## config.mk

```make
export PLATFORM = sky130hd
export DESIGN_NAME = covox_sample_fifo_flat
export DESIGN_NICKNAME = d
export VERILOG_FILES = /design/src/rtl/covox_sample_fifo_if.sv /design/src/rtl/covox_sample_fifo.sv /design/src/flat_wrapper.sv
export SDC_FILE = /design/constraint.sdc
export NUM_CORES = 1
export LEC_CHECK = 0
export ABC_AREA = 1
export ABC_CLOCK_PERIOD_IN_PS = 2300
export BUFFER_PORTS_ARGS = -buffer_cell sky130_fd_sc_hd__buf_2
export CAP_MARGIN = 30
export CORE_UTILIZATION = 50
export CTS_CLUSTER_DIAMETER = 50
export DETAILED_ROUTE_END_ITERATION = 6
export GPL_ROUTABILITY_DRIVEN = 0
export PLACE_DENSITY_LB_ADDON = 0.2
export SLEW_MARGIN = 10
export SYNTH_ARGS = -nofsm -noshare
export SYNTH_HDL_FRONTEND = slang
export SYNTH_SLANG_ARGS = --single-unit
```

## constraint.sdc

```tcl
create_clock -name clk -period 2.3 [get_ports clk]
set_input_delay 0.345 -clock clk [delete_from_list [all_inputs] [get_ports clk]]
set_output_delay 0.345 -clock clk [all_outputs]
set_load 0.05 [all_outputs]
```

## src/rtl/covox_sample_fifo_if.sv

```systemverilog
// ---------------------------------------------------------------------------
// covox_sample_fifo_if
// Bus bundle between the Z80 I/O decode side and the Covox sample FIFO.
//
// Signals
//   iorq_n, wr_n  Z80 I/O request / write strobes, active low, synchronous to clk
//   addr          Z80 A[7:0]
//   din           Z80 data bus (sample byte)
//   clr_ovr       one-cycle pulse clearing the sticky overrun flag
//   sample_out    current playback level, unsigned 8-bit, to the mixer
//   fifo_empty    FIFO holds no entries
//   fifo_full     FIFO holds 2**DEPTH_LOG2 entries
//   overrun       sticky: a write was dropped because the FIFO was full
//   fifo_level    fill level wp-rp (only with COVOX_FIFO_LEVEL_EN defined)
//
// Modports
//   master  CPU / system side: drives the strobes, reads the status
//   slave   the FIFO block itself
// ---------------------------------------------------------------------------
interface covox_sample_fifo_if #(
    parameter int DEPTH_LOG2 = 4
);
    logic                  iorq_n;
    logic                  wr_n;
    logic [7:0]            addr;
    logic [7:0]            din;
    logic                  clr_ovr;
    logic [7:0]            sample_out;
    logic                  fifo_empty;
    logic                  fifo_full;
    logic                  overrun;
`ifdef COVOX_FIFO_LEVEL_EN
    logic [DEPTH_LOG2:0]   fifo_level;
`endif

    modport master (
        output iorq_n,
        output wr_n,
        output addr,
        output din,
        output clr_ovr,
        input  sample_out,
        input  fifo_empty,
        input  fifo_full,
`ifdef COVOX_FIFO_LEVEL_EN
        input  fifo_level,
`endif
        input  overrun
    );

    modport slave (
        input  iorq_n,
        input  wr_n,
        input  addr,
        input  din,
        input  clr_ovr,
        output sample_out,
        output fifo_empty,
        output fifo_full,
`ifdef COVOX_FIFO_LEVEL_EN
        output fifo_level,
`endif
        output overrun
    );
endinterface

```

## src/rtl/covox_sample_fifo.sv

```systemverilog
// ---------------------------------------------------------------------------
// covox_sample_fifo
// Covox/Specdrum-style 8-bit sample port. CPU OUT writes to PORT_ADDR are
// queued in a small FIFO; one sample is played every DIV clocks so the
// output rate is fixed regardless of CPU write jitter. sample_out is an
// unsigned level (8'h80 = silence) feeding the mixer like the AY output.
//
// Parameters
//   PORT_ADDR   low I/O address byte decoded for sample writes
//   DEPTH_LOG2  FIFO depth = 2**DEPTH_LOG2 entries (2..6)
//   DIV         clocks per playback sample (2..65535)
//
// Ports
//   clk    system clock (only clock)
//   rst_n  asynchronous reset, active low; discards all queued data at once
//   bus    covox_sample_fifo_if.slave (strobes, data, flags, sample_out)
//
// Optional feature
//   COVOX_FIFO_LEVEL_EN  when defined, bus.fifo_level = wp-rp is driven as a
//                        registered output updated with the pointers.
// ---------------------------------------------------------------------------
module covox_sample_fifo #(
    parameter logic [7:0] PORT_ADDR  = 8'hFB,
    parameter int         DEPTH_LOG2 = 4,
    parameter int         DIV        = 256
) (
    input  logic               clk,
    input  logic               rst_n,
    covox_sample_fifo_if.slave bus
);

    localparam int                DEPTH    = 1 << DEPTH_LOG2;
    localparam int                PTR_W    = DEPTH_LOG2 + 1;
    localparam int                DIV_W    = (DIV > 1) ? $clog2(DIV) : 1;
    localparam logic [DIV_W-1:0]  DIV_LAST = DIV_W'(DIV - 1);
    localparam logic [7:0]        SILENCE  = 8'h80;

    // -----------------------------------------------------------------------
    // Storage and state
    // -----------------------------------------------------------------------
    logic [7:0]        mem_q [DEPTH];

    logic [PTR_W-1:0]  wp_q, wp_d;
    logic [PTR_W-1:0]  rp_q, rp_d;
    logic [DIV_W-1:0]  div_q, div_d;
    logic              sel_q;
    logic [7:0]        sample_q, sample_d;
    logic              empty_q, empty_d;
    logic              full_q, full_d;
    logic              ovr_q, ovr_d;

    // -----------------------------------------------------------------------
    // Decode and control strobes
    // -----------------------------------------------------------------------
    logic sel;
    logic push;
    logic tick;
    logic empty;
    logic full;
    logic do_pop;
    logic do_push;
    logic drop;

    assign sel  = ~bus.iorq_n & ~bus.wr_n & (bus.addr == PORT_ADDR);
    // Edge detect so a long-held strobe only pushes once per I/O cycle.
    assign push = sel & ~sel_q;
    assign tick = (div_q == DIV_LAST);

    // Status from the registered pointers (state before the edge).
    assign empty = (wp_q == rp_q);
    assign full  = (wp_q[PTR_W-1] != rp_q[PTR_W-1]) &&
                   (wp_q[PTR_W-2:0] == rp_q[PTR_W-2:0]);

    always_comb begin
        do_pop   = 1'b0;
        do_push  = 1'b0;
        drop     = 1'b0;
        wp_d     = wp_q;
        rp_d     = rp_q;
        div_d    = div_q;
        sample_d = sample_q;
        ovr_d    = ovr_q;

        div_d = tick ? '0 : div_q + DIV_W'(1);

        // A pop on an empty FIFO is simply ignored (underrun holds the level).
        do_pop = tick & ~empty;
        // When full, a simultaneous pop frees the slot this push lands in.
        do_push = push & (~full | do_pop);
        drop    = push & full & ~do_pop;

        if (do_pop) begin
            rp_d     = rp_q + PTR_W'(1);
            sample_d = mem_q[rp_q[PTR_W-2:0]];
        end
        if (do_push) begin
            wp_d = wp_q + PTR_W'(1);
        end

        // Set beats clear when both happen in the same cycle.
        if (drop) begin
            ovr_d = 1'b1;
        end else if (bus.clr_ovr) begin
            ovr_d = 1'b0;
        end

        empty_d = (wp_d == rp_d);
        full_d  = (wp_d[PTR_W-1] != rp_d[PTR_W-1]) &&
                  (wp_d[PTR_W-2:0] == rp_d[PTR_W-2:0]);
    end

    // -----------------------------------------------------------------------
    // Sample memory: no reset so it maps onto RAM. When full with a push and
    // pop together, the write and read hit the same slot; the read returns
    // the old entry because sample_q samples it on the same edge.
    // -----------------------------------------------------------------------
    always_ff @(posedge clk) begin
        if (do_push) begin
            mem_q[wp_q[PTR_W-2:0]] <= bus.din;
        end
    end

    // -----------------------------------------------------------------------
    // Control registers
    // -----------------------------------------------------------------------
    always_ff @(posedge clk or negedge rst_n) begin
        if (!rst_n) begin
            wp_q     <= '0;
            rp_q     <= '0;
            div_q    <= '0;
            sel_q    <= 1'b0;
            sample_q <= SILENCE;
            empty_q  <= 1'b1;
            full_q   <= 1'b0;
            ovr_q    <= 1'b0;
        end else begin
            wp_q     <= wp_d;
            rp_q     <= rp_d;
            div_q    <= div_d;
            sel_q    <= sel;
            sample_q <= sample_d;
            empty_q  <= empty_d;
            full_q   <= full_d;
            ovr_q    <= ovr_d;
        end
    end

`ifdef COVOX_FIFO_LEVEL_EN
    logic [PTR_W-1:0] level_q;

    always_ff @(posedge clk or negedge rst_n) begin
        if (!rst_n) begin
            level_q <= '0;
        end else begin
            level_q <= wp_d - rp_d;
        end
    end

    assign bus.fifo_level = level_q;
`endif

    // -----------------------------------------------------------------------
    // Outputs: all straight from registers
    // -----------------------------------------------------------------------
    assign bus.sample_out = sample_q;
    assign bus.fifo_empty = empty_q;
    assign bus.fifo_full  = full_q;
    assign bus.overrun    = ovr_q;

endmodule

```

## src/flat_wrapper.sv

```systemverilog
// flat-port wrapper written by rule: the top's interface ports become plain ports
module covox_sample_fifo_flat 
#(
    parameter logic [7:0] PORT_ADDR  = 8'hFB,
    parameter int         DEPTH_LOG2 = 4,
    parameter int         DIV        = 256
)
  (clk, rst_n, bus_iorq_n, bus_wr_n, bus_addr, bus_din, bus_clr_ovr, bus_sample_out, bus_fifo_empty, bus_fifo_full, bus_overrun);
  covox_sample_fifo_if #(.DEPTH_LOG2(DEPTH_LOG2)) bus_i ();
  input  logic clk;
  input  logic rst_n;
  input wire logic [$bits(bus_i.iorq_n)-1:0] bus_iorq_n;
  input wire logic [$bits(bus_i.wr_n)-1:0] bus_wr_n;
  input wire logic [$bits(bus_i.addr)-1:0] bus_addr;
  input wire logic [$bits(bus_i.din)-1:0] bus_din;
  input wire logic [$bits(bus_i.clr_ovr)-1:0] bus_clr_ovr;
  output wire logic [$bits(bus_i.sample_out)-1:0] bus_sample_out;
  output wire logic [$bits(bus_i.fifo_empty)-1:0] bus_fifo_empty;
  output wire logic [$bits(bus_i.fifo_full)-1:0] bus_fifo_full;
  output wire logic [$bits(bus_i.overrun)-1:0] bus_overrun;
  assign bus_i.iorq_n = bus_iorq_n;
  assign bus_i.wr_n = bus_wr_n;
  assign bus_i.addr = bus_addr;
  assign bus_i.din = bus_din;
  assign bus_i.clr_ovr = bus_clr_ovr;
  assign bus_sample_out = bus_i.sample_out;
  assign bus_fifo_empty = bus_i.fifo_empty;
  assign bus_fifo_full = bus_i.fifo_full;
  assign bus_overrun = bus_i.overrun;
  covox_sample_fifo #(.PORT_ADDR(PORT_ADDR), .DEPTH_LOG2(DEPTH_LOG2), .DIV(DIV)) u_core (.clk(clk), .rst_n(rst_n), .bus(bus_i));
endmodule
```

## Word-level counts from Yosys, hierarchy flattened

Memory sizes are Yosys's and may differ from the RTL's. A register that Yosys moved wholly into a read port is not among the register bits.
Index checks and enable logic that the tools add are counted.

| operators by class | value |
|---|---|
| $add $sub $neg | 3 |
| $mul | 0 |
| divide/modulo/power cells | 0 |
| magnitude comparators | 0 |
| equality and inequality tests | 8 |
| shift-type cells | 0 |
| multiplexer cells | 7 |
| bitwise operators | 14 |
| reduce and logical (&&, ||, !) cells | 4 |

Operator list:

| kind | count |
|---|---|
| 8-bit == test, second input constant | 2 |
| 5-bit by 1-bit adder with 5-bit output, second input constant | 2 |
| 5-bit == test | 2 |
| 5-bit two-way mux | 2 |
| 8-bit by 1-bit adder with 8-bit output, second input constant | 1 |
| 4-bit == test | 2 |
| 8-bit two-way mux | 1 |
| 1-bit AND | 7 |
| 1-bit NOT | 6 |
| 1-bit two-way mux | 4 |
| 1-bit logical AND | 2 |
| 1-bit != test | 2 |
| 2-bit nonzero test | 1 |
| 1-bit zero test | 1 |
| 1-bit bitwise OR | 1 |

| storage, ports and cells | value |
|---|---|
| register bits after elaboration | 22 |
| bits in latches | 0 |
| RAM bits | 128 |
| memory bits (read-only) | 0 |
| input port bits | 21 |
| output and inout port bits | 11 |
| logic and storage cells | 44 |
| memories | 1 |

Memory list:

| name | depth | width | rd ports | clocked after Yosys merged registers in | wr ports | RTL line | source |
|---|---|---|---|---|---|---|---|
| u_core.mem_q | 16 | 8 | 1 | 1 | 1 | covox_sample_fifo.sv:41 | `logic [7:0] mem_q [DEPTH];` |

## Logic depth before layout (Yosys ltp)

Gate-level depths: netlist of the first run.

| depth | value |
|---|---|
| depth after elaboration | 8 |
| depth in mapped cells | 16 |
| mapped depth without buffers | 15 |

## Worst setup path after synthesis of the first run

No wires, ideal clock.

| path | value |
|---|---|
| path kind | flip-flop to flip-flop |
| start | register u_core.div_q[0] |
| end | memory u_core.mem_q[12][0], enable pin |
| library setup time | 0.370 ns |
| arrival | 1.748 ns |
| required time | 1.930 ns |
| path slack | 0.182 ns |
| cell stages (with the launch flop) | 10 |
| path buffers | 0 |
| period minus slack after synthesis | 2.118 ns |
| cell sequence | dfrtp_1 ha_1 nand2_1 nor2_1 nand2_1 nand4_4 inv_1 nor2_1 nand2_1 nor2_1 |

| on the way | value |
|---|---|
| longest elaborated chain between the ends | 6 |

Ends and longest elaborated chain:

| item | RTL line | source |
|---|---|---|
| start, declared | covox_sample_fifo.sv:45 | `logic [DIV_W-1:0] div_q, div_d;` |
| start signal, assigned | covox_sample_fifo.sv:139 | `div_q <= div_d;` |
| 8-bit == test | covox_sample_fifo.sv:67 | `assign tick = (div_q == DIV_LAST);` |
| 1-bit AND | covox_sample_fifo.sv:87 | `do_pop = tick & ~empty;` |
| 1-bit bitwise OR | covox_sample_fifo.sv:89 | `do_push = push & (~full \| do_pop);` |
| 1-bit AND | covox_sample_fifo.sv:89 |  |
| 1-bit two-way mux | covox_sample_fifo.sv:118 | `if (do_push) begin` |
| 1-bit two-way mux (not written as such) | covox_sample_fifo.sv:119 | `mem_q[wp_q[PTR_W-2:0]] <= bus.din;` |
| end, declared | covox_sample_fifo.sv:41 |  |

Every way passes these cells.

## Worst setup path after layout of the first run

Same ends and word-level chain as after synthesis.

==> key figures, run 1 <==
Critical path
  • Critical-path cell list: ha_1 > nand2_1 > nor2_1 > nand2_1 > nand4_4 > inv_1 > nor2_1 > buf_4 > nand2_1 > nor2_1 > buf_4
  • CP required: 2.42 ns
  • Reg2reg end: u_core.mem_q[12][0]$_DFFE_PP_
  • Reg2Reg Setup Slack: around 0.092 ns
  • Reg2reg path depth: 11
  • CP Launch Type: flop
  • Slowest Stage Delay on Critical Path: roughly 0.37 ns
  • Setup Crit Path Kind: reg -> reg
  • Crit-path slowest cell: dfrtp_1
  • Reg2reg start: u_core.div_q[0]$_DFF_PN0_
  • Crit end category: flop
  • Cell family contributing the most delay on the critical path: simple AND/OR/NAND/NOR gates
  • Critical Path AT: 2.33 ns
  • Bufs and invs on worst path: 3
  • Max FO, Critical Path: 8

Final layout
  • Post-layout instance area: between 7000 and 8000 sq um
  • Post-layout nets: 635
  • Area Overhead vs Synth: 15.5%
  • Antenna diodes: 0
  • Non-filler instance count after layout: 790
  • Layout cell share with drive strength beyond 1: a little under a fifth
  • Util after Layout: around 60%

Clock network
  • CTS tree: built
  • CTS clk-pin slew, worst paths: 0.06 ns
  • Clock Latency Late Sink: ~0.42 ns
  • CTS Root Cell: clkbuf_16
  • Clk sinks: about 160
  • # H-tree levels: 4
  • CTS Buf Count: 17
  • Bufs on Longest Clock Path: 2
  • Postcts setup bufs: 0

Floorplanning
  • Die W: between 100 and 150 um
  • I/O pins: 32
  • Initial core utilization: between 50% and 60%
  • Height of the die: between 100 and 150 um
  • Core Region: ~13,000 sq um
  • Die Area: roughly 14,000 sq um
  • Row cnt: 41

Placement
  • Placed insts: 760
  • DP Wirelength: about 11 mm
  • Port Buf Inserts: 31
  • Placed Area: 7100 sq um

STA
  • Finish-stage setup viols: 0
  • Pins over their slew limit: 0
  • Final cycle utilization of the critical path: 96.0%
  • Hold Fails Final Rpt: 0
  • Minimum clock period: ~2.2 ns
  • Clk_skew: 0.0120 ns
  • Slew headroom: 52.7%
  • Worst slew pin tran: 0.710 ns
  • Peak Freq: ~450 MHz
  • RSZ-0062 raised after global routing: yes

Pwr
  • Static Leak: 2.92 nW
  • Power per cell area: about 740 nW/um^2
  • Peak supply drop: between 600 and 700 uV

Global routing
  • Tot GR Track Use: about a quarter
  • First-pass GRT wire length: around 24 mm
  • Antenna violations before repair: 0
  • GRT Residual Overflow: 0
  • Largest net degree at the start of global routing: 66
  • Number of global-route vias before repair: about 4,300

Yosys
  • Sequential share of the synthesized area: a little over two thirds
  • Post-Syn Nets: 580
  • Synth Warn #: 0
  • Yosys reg bits: roughly 160
  • Synth Area per Inst: between 10 and 15 sq um
  • Syn Inst Count: between 500 and 600
  • Syn Std Cell Area: around 6600 sq um
  • Synth unique cells: 31

Worst hold path
  • Hold Crit Start: bus_clr_ovr
  • Hold Crit Depth: 2
  • Hold Path End: u_core.bus.overrun$_DFFE_PN0P_
  • Min-delay worst type: in -> reg

Route
  • DR vias: 4,476
  • Final WL: between 15 and 20 mm
  • Number of vias per cell: ~5.7
  • Drt drc: 0
  • Routed WL per cell: between 15 and 20 um
  • Starting DRT DRC Count: 560
  • Post-route ant nets: 0
  • DRT Pass-1 Iters: 5

Outcome
  • Status: finished clean

Flow run
  • Max Cap Violations: 0
==> logic make-up (layout without fill, tap and decap cells) <==
logic type,Yosys count,after routing,synth area share [%]
AO/OA/AOI/OAI,120,120,11.1
XOR/XNOR,11,11,1.46
adder cells (fa/ha/maj),6,6,1.14
buffers and inverters,56,121,3.30
flip-flops,158,158,69.6
AND/OR/NAND/NOR,202,202,13.3
==> state kept, by name (all words and copies together), names as in the netlist <==
name and flops:
u_core.mem_q 128, u_core.bus.sample_out 8, u_core.div_q 8, u_core.rp_q 5, u_core.wp_q 5, u_core.bus.fifo_empty 1
u_core.bus.fifo_full 1, u_core.bus.overrun 1, u_core.sel_q 1
==> where the power goes <==
part | switching, mW | internal [mW]
sequential | 0.00169 | 3.10
clock | 1.02 | 1.44
combinational | 0.0690 | 0.0187
==> repair_timing <==
action,in CTS,in global routing
hold buffers,1,0
endpoints found under the hold margin,28,0
setup endpoints to repair,0,16
gates resized for setup,0,3
==> worst max path at each step <==
stage | from | endpoint | slack [ns] | cells after the start
2_1_floorplan | u_core.div_q[0]$_DFF_PN0_ | u_core.mem_q[12][0]$_DFFE_PP_ | 0.18 | 9
3_3_place_gp | bus_wr_n | u_core.mem_q[14][0]$_DFFE_PP_ | 0.1 | 10
3_5_place_dp | bus_wr_n | u_core.mem_q[2][2]$_DFFE_PP_ | 0.1 | 10
4_1_cts | u_core.div_q[0]$_DFF_PN0_ | u_core.mem_q[2][2]$_DFFE_PP_ | 0.07 | 11
5_1_grt | u_core.div_q[0]$_DFF_PN0_ | u_core.mem_q[12][7]$_DFFE_PP_ | -0.005 | 11
6_report | u_core.div_q[0]$_DFF_PN0_ | u_core.mem_q[12][0]$_DFFE_PP_ | 0.09 | 11
==> placed cells by master (no fill, tap or decap), types with 7 or more instances in the layout <==
cell / instances
dfrtp_1: 27
clkbuf_16: 17
buf_4: 31
nor2_1: 102
buf_2: 31
o211ai_1: 13
a31oi_1: 8
o221ai_1: 19
o22ai_1: 14
inv_1: 21
nand2_1: 58
nand3_1: 21
o21ai_0: 64
edfxtp_1: 128
xor2_1: 7
inv_2: 7
==> synthesized netlist by cell type <==
cell      instances  share of area (%)
nand3_4           1               0.27
nor3_1            1              0.076
edfxtp_1        128                 58
nand2_2           4               0.38
buf_1             1              0.057
o22ai_1          14                1.3
nand2_1          60                3.4
dfrtp_1          28                 11
o21ai_2           1               0.13
nor2_4            2               0.34
nand2_4           2               0.34
nand3b_1          3               0.34
inv_2             7               0.40
clkbuf_1         22                1.3
ha_1              6                1.1
nor4_1            3               0.28
xor2_1            7               0.93
dfstp_2           2               0.80
nand3_1          21                1.6
a21oi_1           1              0.076
nand4_1           1              0.095
o21ai_0          64                4.9
inv_4             1              0.095
xnor2_1           4               0.53
o221ai_1         19                2.5
buf_2             4               0.30
inv_1            21                1.2
nand4_4           1               0.32
o211ai_1         13                1.5
a31oi_1           8               0.76
nor2_1          103                5.9
==> final cells by class <==
cell class                      count  area [sq um]
Fill cell                        1028          5100
Sequential cell                   158          4600
Tap cell                          172           215
Multi-Input combinational cell    339          1790
Inverter                           29           111
Timing Repair Buffer               63           398
Clock buffer                       18           429
Clock inverter                     11          78.8
==> stage by stage <==
step / setup TNS (ns) / setup slack [ns] / hold slack [ns] / total power [mW]
after floorplan: 0 / 0.182 / 0.0494 / 3.17
after CTS: 0 / 0.0729 / 0.128 / 5.69
after global placement: 0 / 0.0977 / 0.432 / 3.24
after detailed placement: 0 / 0.0984 / 0.436 / 3.24
final: 0 / 0.0917 / 0.142 / 5.65
after global routing: -0.0207 / -0.00475 / 0.158 / 5.82
==> layer usage <==
metal  GRT usage, %  routed length (um)  vias up
met3           6.08                1190       23
met5              0                   0        -
met1           33.3                6650     2160
li1               -                   -     2089
met4           8.44                 285        0
met2           41.5                7610      204
==> worst reg2reg max path: stages, from the launching register on <==
cell and delay [ns]:
dfrtp_1 0.37, ha_1 0.20, nand2_1 0.09, nor2_1 0.18
nand2_1 0.16, nand4_4 0.12, inv_1 0.04, nor2_1 0.13
buf_4 0.16, nand2_1 0.15, nor2_1 0.14, buf_4 0.19
(Power assumes the default switching activity.)
==> run 2, diff against run 1 <==
- ABC_CLOCK_PERIOD_IN_PS: 2300 -> 2790
- clock period: 2.3 -> 2.79 ns (I/O delays scaled with it)
==> key figures, run 2 (synthesis gave the netlist of run 1 again) <==
Outcome
  • Status: finished clean

Final layout
  • Max reg flops: 128 (unchanged)
  • Most frequent cells in the layout: 128 x edfxtp_1, 103 x nor2_1, 64 x o21ai_0
  • Layout cell share with drive strength beyond 1: 17.0% (-1.1 points)
  • Most common cell after layout, fill and taps aside: edfxtp_1
  • Antenna diodes: 0 (unchanged)
  • Area Overhead vs Synth: 16.1%
  • FILL cells: 1,014 (-1.4%)
  • Non-filler instance count after layout: 783 (-0.89%)
  • Post-layout nets: 625 (-1.6%)

STA
  • Pins over their slew limit: 0 (unchanged)
  • Worst hold slack: 0.0333 ns (-0.109 ns)
  • Peak Freq: 414 MHz (-8.7%)
  • Finish-stage setup viols: 0 (unchanged)
  • Final cycle utilization of the critical path: 86.7% (-9.3 points)
  • Slew headroom: 46.8% (-5.9 points)
  • Worst slew pin tran: 0.796 ns (+0.0861 ns)
  • Clk_skew: 0.0109 ns (-0.00113 ns)
  • Hold Fails Final Rpt: 0 (unchanged)
  • RSZ-0062 raised after global routing: no
  • Sum Neg Setup Slack: 0 ns (unchanged)
  • Minimum clock period: 2.42 ns (+0.210 ns)

Floorplanning
  • Row cnt: 41 (unchanged)
  • Height of the die: 117 um (unchanged)
  • Initial core utilization: 51.9% (unchanged)
  • I/O pins: 32 (unchanged)
  • Die W: 117 um (unchanged)
  • Core Region: 12,700 sq um (unchanged)
  • Die Area: 13,700 sq um (unchanged)

Route
  • DRT Pass-1 Iters: 5 (unchanged)
  • Starting DRT DRC Count: 514 (-8.2%)
  • Number of vias per cell: 5.79 (+2.2%)
  • DR vias: 4,534 (+1.3%)
  • Final WL: 16.1 mm (+2.1%)
  • Routed WL per cell: 20.5 um (+3.0%)
  • Drt drc: 0 (unchanged)
  • Post-route ant nets: 0 (unchanged)

Global routing
  • Tot GR Track Use: 25.4% (+0.15 points)
  • GRT Residual Overflow: 0 (unchanged)
  • Antenna violations before repair: 0 (unchanged)
  • Number of global-route vias before repair: 4,309 (-0.28%)
  • Largest net degree at the start of global routing: 68 (+3.0%)
  • First-pass GRT wire length: 24.2 mm (+1.2%)

Pwr
  • Power per cell area: 664 nW/um^2 (-10%)
  • Static Leak: 2.91 nW (-0.13%)
  • Final total power: 5.08 mW (-10%)
  • Peak supply drop: 450 uV (-28%)

Clock network
  • CTS tree: built
  • Clk sinks: 158 (unchanged)
  • CTS Root Cell: clkbuf_16
  • Post_cts resized: 0 (unchanged)
  • Postcts setup bufs: 0 (unchanged)
  • CTS Buf Count: 17 (unchanged)
  • CTS clk-pin slew, worst paths: 0.06 ns (about the same)
  • CTS Hold Buffers Added: 0 (-1)
  • Bufs on Longest Clock Path: 2 (unchanged)
  • Clock Latency Late Sink: 0.43 ns (about the same)
  • # H-tree levels: 4 (unchanged)

Critical path
  • Crit end category: flop
  • CP Launch Type: flop
  • CP required: 2.92 ns (+0.50 ns)
  • Setup Crit Path Kind: reg -> reg
  • Critical Path AT: 2.55 ns (+0.22 ns)
  • Max FO, Critical Path: 9 (+1)

Worst hold path
  • Min-delay worst type: in -> async

Placement
  • DP Wirelength: 10.2 mm (-2.8%)
  • Port Buf Inserts: 31 (unchanged)
  • Placed insts: 751 (-1.2%)

Flow run
  • Max Cap Violations: 0 (unchanged)
-- run 2: changes by cell type in the layout (fill, tap and decap cells not counted), moves of 2 or more --
cell | previous run | this run
buf_4 | 31 | 22
bufinv_16 | 1 | 4
clkinv_1 | 3 | 1
clkinv_2 | 6 | 0
clkinv_4 | 0 | 2
inv_6 | 0 | 3
nand2_1 | 58 | 60
nand2_2 | 6 | 4
-- run 2: per-layer routing --
layer | up-vias | global-route usage (%) | share of wire (%)
met4 | 0 | 9.79 | 1.6
met3 | 24 | 6.80 | 8.4
met5 | - | 0 | 0
li1 | 2075 | - | -
met1 | 2227 | 33.5 | 41
met2 | 208 | 40.6 | 49
-- run 2: cell type report --
cell class	instances	area [sq um]	area share, %
multi-input cells	339	1790	23.3
well taps	172	215	2.81
inverters	29	111	1.45
flip-flops and latches	158	4600	60.0
repair buffers	53	320	4.18
clock inverters	12	183	2.38
clock buffers	20	447	5.83
-- run 2: power breakdown --
group          internal, mW  total (mW)  leakage [nW]  switching, mW
registers              2.55        2.55          1.54        0.00124
clock network          1.53        2.46         0.299          0.931
logic                0.0144      0.0729          1.07         0.0585
-- run 2: stage by stage --
stage / worst slack (ns) / area [sq um] / utilization (%)
5_1_grt: 0.106 / 7660 / 60.2
3_5_place_dp: 0.348 / 7030 / 55.3
2_1_floorplan: 0.672 / 6600 / -
4_1_cts: 0.329 / 7660 / 60.2
3_3_place_gp: 0.431 / 7030 / 55.3
6_report: 0.372 / 7660 / 60.2
-- run 2: worst paths after layout --
check / startpoint / to / slack [ns] / cells past startpoint
worst max-delay path: u_core.div_q[0]$_DFF_PN0_ / u_core.mem_q[6][6]$_DFFE_PP_ / 0.37 / 10
worst max register to register: u_core.div_q[0]$_DFF_PN0_ / u_core.mem_q[6][6]$_DFFE_PP_ / 0.37 / 10
worst min-delay path: rst_n / u_core.rp_q[4]$_DFF_PN0_ / 0.03 / 1
min in group clk: bus_clr_ovr / u_core.bus.overrun$_DFFE_PN0P_ / 0.21 / 2
max in group asynchronous: rst_n / u_core.rp_q[0]$_DFF_PN0_ / 2.28 / 1
worst min register to register: u_core.div_q[0]$_DFF_PN0_ / u_core.div_q[0]$_DFF_PN0_ / 0.48 / 1
-- run 2: worst max-delay path: stages (launching register included) --
cell and delay (ns):
dfrtp_1 0.38, ha_1 0.20, nand2_1 0.09, nor2_1 0.17, nand2_1 0.16, nand4_4 0.20, inv_1 0.06, nor2_1 0.30
nand2_1 0.25, nor2_1 0.14, buf_4 0.19
==> run 3, diff against run 2 <==
==> constraint.sdc (replaced) <==
create_clock -name clk -period 2.79 [get_ports clk]
set_input_delay 0.1395 -clock clk [delete_from_list [all_inputs] [get_ports clk]]
set_output_delay 0.1395 -clock clk [all_outputs]
set_load 0.05 [all_outputs]
==> key figures, run 3 (synthesis gave the netlist of run 1 again) <==
STA
  • Worst hold slack: 0.161 ns (+0.128 ns)
  • Pins over their slew limit: 0 (unchanged)
  • RSZ-0062 raised after global routing: no
  • Worst slew pin tran: 0.708 ns (-0.0879 ns)
  • Clk_skew: 0.00859 ns (-0.00228 ns)
  • Hold Fails Final Rpt: 0 (unchanged)
  • Finish-stage setup viols: 0 (unchanged)
  • Minimum clock period: 2.53 ns (+0.114 ns)
  • Final cycle utilization of the critical path: 90.8% (+4.1 points)
  • Sum Neg Setup Slack: 0 ns (unchanged)
  • Peak Freq: 395 MHz (-4.5%)
  • Fin worst setup slack: 0.258 ns (-0.114 ns)
  • Slew headroom: 52.8% (+6.1 points)

Final layout
  • Area Overhead vs Synth: 15.0%
  • Layout cell share with drive strength beyond 1: 16.0% (-1.1 points)
  • Post-layout nets: 622 (-0.48%)
  • Most frequent cells in the layout: 128 x edfxtp_1, 103 x nor2_1, 64 x o21ai_0
  • Most common cell after layout, fill and taps aside: edfxtp_1
  • Non-filler instance count after layout: 780 (-0.38%)
  • FILL cells: 1,048 (+3.4%)
  • Max reg flops: 128 (unchanged)
  • Antenna diodes: 0 (unchanged)

Critical path
  • Max FO, Critical Path: 12 (+3)
  • Crit-path slowest cell: nor2_1
  • CP Launch Type: flop
  • Crit end category: flop
  • Critical Path AT: 2.59 ns (+0.04 ns)
  • Reg2Reg Setup Slack: 0.26 ns (-0.11 ns)
  • CP required: 2.85 ns (-0.07 ns)
  • Most used cell, CP: nand2_1
  • Setup Crit Path Kind: reg -> reg
  • Slowest Stage Delay on Critical Path: 0.55 ns (+0.17 ns)
  • Critical-path cell list: inv_2 > nand2_1 > nand2_1 > nor2_4 > nand4_4 > inv_1 > nor2_1 > nand2_1 > nor2_1

Route
  • DRT Pass-1 Iters: 5 (unchanged)
  • Uppermost layer routed: met4
  • Starting DRT DRC Count: 414 (-19%)
  • Met2 WL: 7.18 mm (-8.1%)
  • Post-route ant nets: 0 (unchanged)
  • Drt drc: 0 (unchanged)
  • Final WL: 15.6 mm (-2.8%)
  • DR vias: 4,522 (-0.26%)
  • Number of vias per cell: 5.80 (+0.12%)
  • Metal1 wirelength: 6.80 mm (+2.5%)
  • DR WL met3: 1.26 mm (-6.7%)
  • Routed WL per cell: 20.0 um (-2.5%)

Clock network
  • CTS clk-pin slew, worst paths: 0.06 ns (about the same)
  • Clock Latency Late Sink: 0.42 ns (about the same)
  • Post_cts resized: 0 (unchanged)
  • CTS tree: built
  • # H-tree levels: 4 (unchanged)
  • Postcts setup bufs: 0 (unchanged)
  • CTS Root Cell: clkbuf_16
  • CTS Buf Count: 17 (unchanged)
  • Clk sinks: 158 (unchanged)
  • Bufs on Longest Clock Path: 2 (unchanged)

Pwr
  • Peak supply drop: 370 uV (-18%)
  • Static Leak: 2.87 nW (-1.5%)
  • Power per cell area: 640 nW/um^2 (-3.5%)

Placement
  • Dpl ws: 0.273 ns (-0.0750 ns)
  • Port Buf Inserts: 31 (unchanged)
  • DP Wirelength: 10.3 mm (+0.18%)
  • Placed insts: 744 (-0.93%)

Global routing
  • Tot GR Track Use: 25.0% (-0.46 points)
  • Number of global-route vias before repair: 4,332 (+0.53%)
  • GRT Residual Overflow: 0 (unchanged)
  • First-pass GRT wire length: 23.9 mm (-1.3%)
  • Largest net degree at the start of global routing: 66 (-2.9%)
  • Antenna violations before repair: 0 (unchanged)

Floorplanning
  • I/O pins: 32 (unchanged)
  • Initial core utilization: 51.9% (unchanged)
  • Row cnt: 41 (unchanged)
  • Core Region: 12,700 sq um (unchanged)
  • Height of the die: 117 um (unchanged)
  • Die W: 117 um (unchanged)
  • Die Area: 13,700 sq um (unchanged)

Outcome
  • Status: finished clean

Worst hold path
  • Min-delay worst type: in -> reg

Flow run
  • Max Cap Violations: 0 (unchanged)
-- run 3: cell count changes in the layout (fill, tap and decap cells not counted), sizes merged --
| cell | delta |
|---|---|
| bufinv | -2 |
| clkbuf | -2 |
| inv | -2 |
| clkinv | +6 |
| buf | -7 |
| dlygate4sd3 | +4 |
-- run 3: through the flow --
step / total power [mW] / util, % / instance area (sq um)
2_1_floorplan: 2.61 / - / 6600
3_3_place_gp: 2.67 / 54.8 / 6980
3_5_place_dp: 2.68 / 54.8 / 6980
4_1_cts: 4.88 / 59.7 / 7590
5_1_grt: 4.98 / 59.7 / 7590
6_report: 4.86 / 59.7 / 7590
-- run 3: final timing paths --
path | from | to | cells after the start
hold reg to reg | u_core.div_q[0]$_DFF_PN0_ | u_core.div_q[0]$_DFF_PN0_ | 1
hold / removal | bus_din[7] | u_core.mem_q[1][7]$_DFFE_PP_ | 1
setup / recovery | u_core.rp_q[3]$_DFF_PN0_ | u_core.mem_q[2][5]$_DFFE_PP_ | 9
max in group asynchronous | rst_n | u_core.rp_q[0]$_DFF_PN0_ | 2
min in group asynchronous | rst_n | u_core.wp_q[0]$_DFF_PN0_ | 2
setup reg to reg | u_core.rp_q[3]$_DFF_PN0_ | u_core.mem_q[2][5]$_DFFE_PP_ | 9
-- run 3: layout make-up --
class                   instances  area (sq um)  share of cell area (%)
clock inverters                14           145                    1.91
multi-input cells             339          1790                    23.5
repair buffers                 50           308                    4.05
inverters                      29           111                    1.47
clock buffers                  18           429                    5.65
flip-flops and latches        158          4600                    60.6
well taps                     172           215                    2.83
-- run 3: what timing repair did --
action                                  4_1_cts  5_1_grt
endpoints found under the setup margin        0        0
hold buffers                                  4        0
endpoints found under the hold margin        30        0
-- run 3: worst max-delay path: cells and delay by family (launching register included) --
kind	cells	cell delay, ns
buffers and inverters	2	0.28
AND/OR/NAND/NOR	7	1.35
flip-flops	1	0.53
-- run 3: power by group --
part	internal [mW]	switching, mW
logic	0.0171	0.0589
clock network	1.31	0.919
registers	2.55	0.00145
total	3.88	0.979
-- run 3: per-layer routing --
metal  global-route usage, %  up-vias
met5                       0        -
met4                    9.62        0
met3                    6.75       32
met2                    38.4      214
met1                    34.2     2199
li1                        -     2077
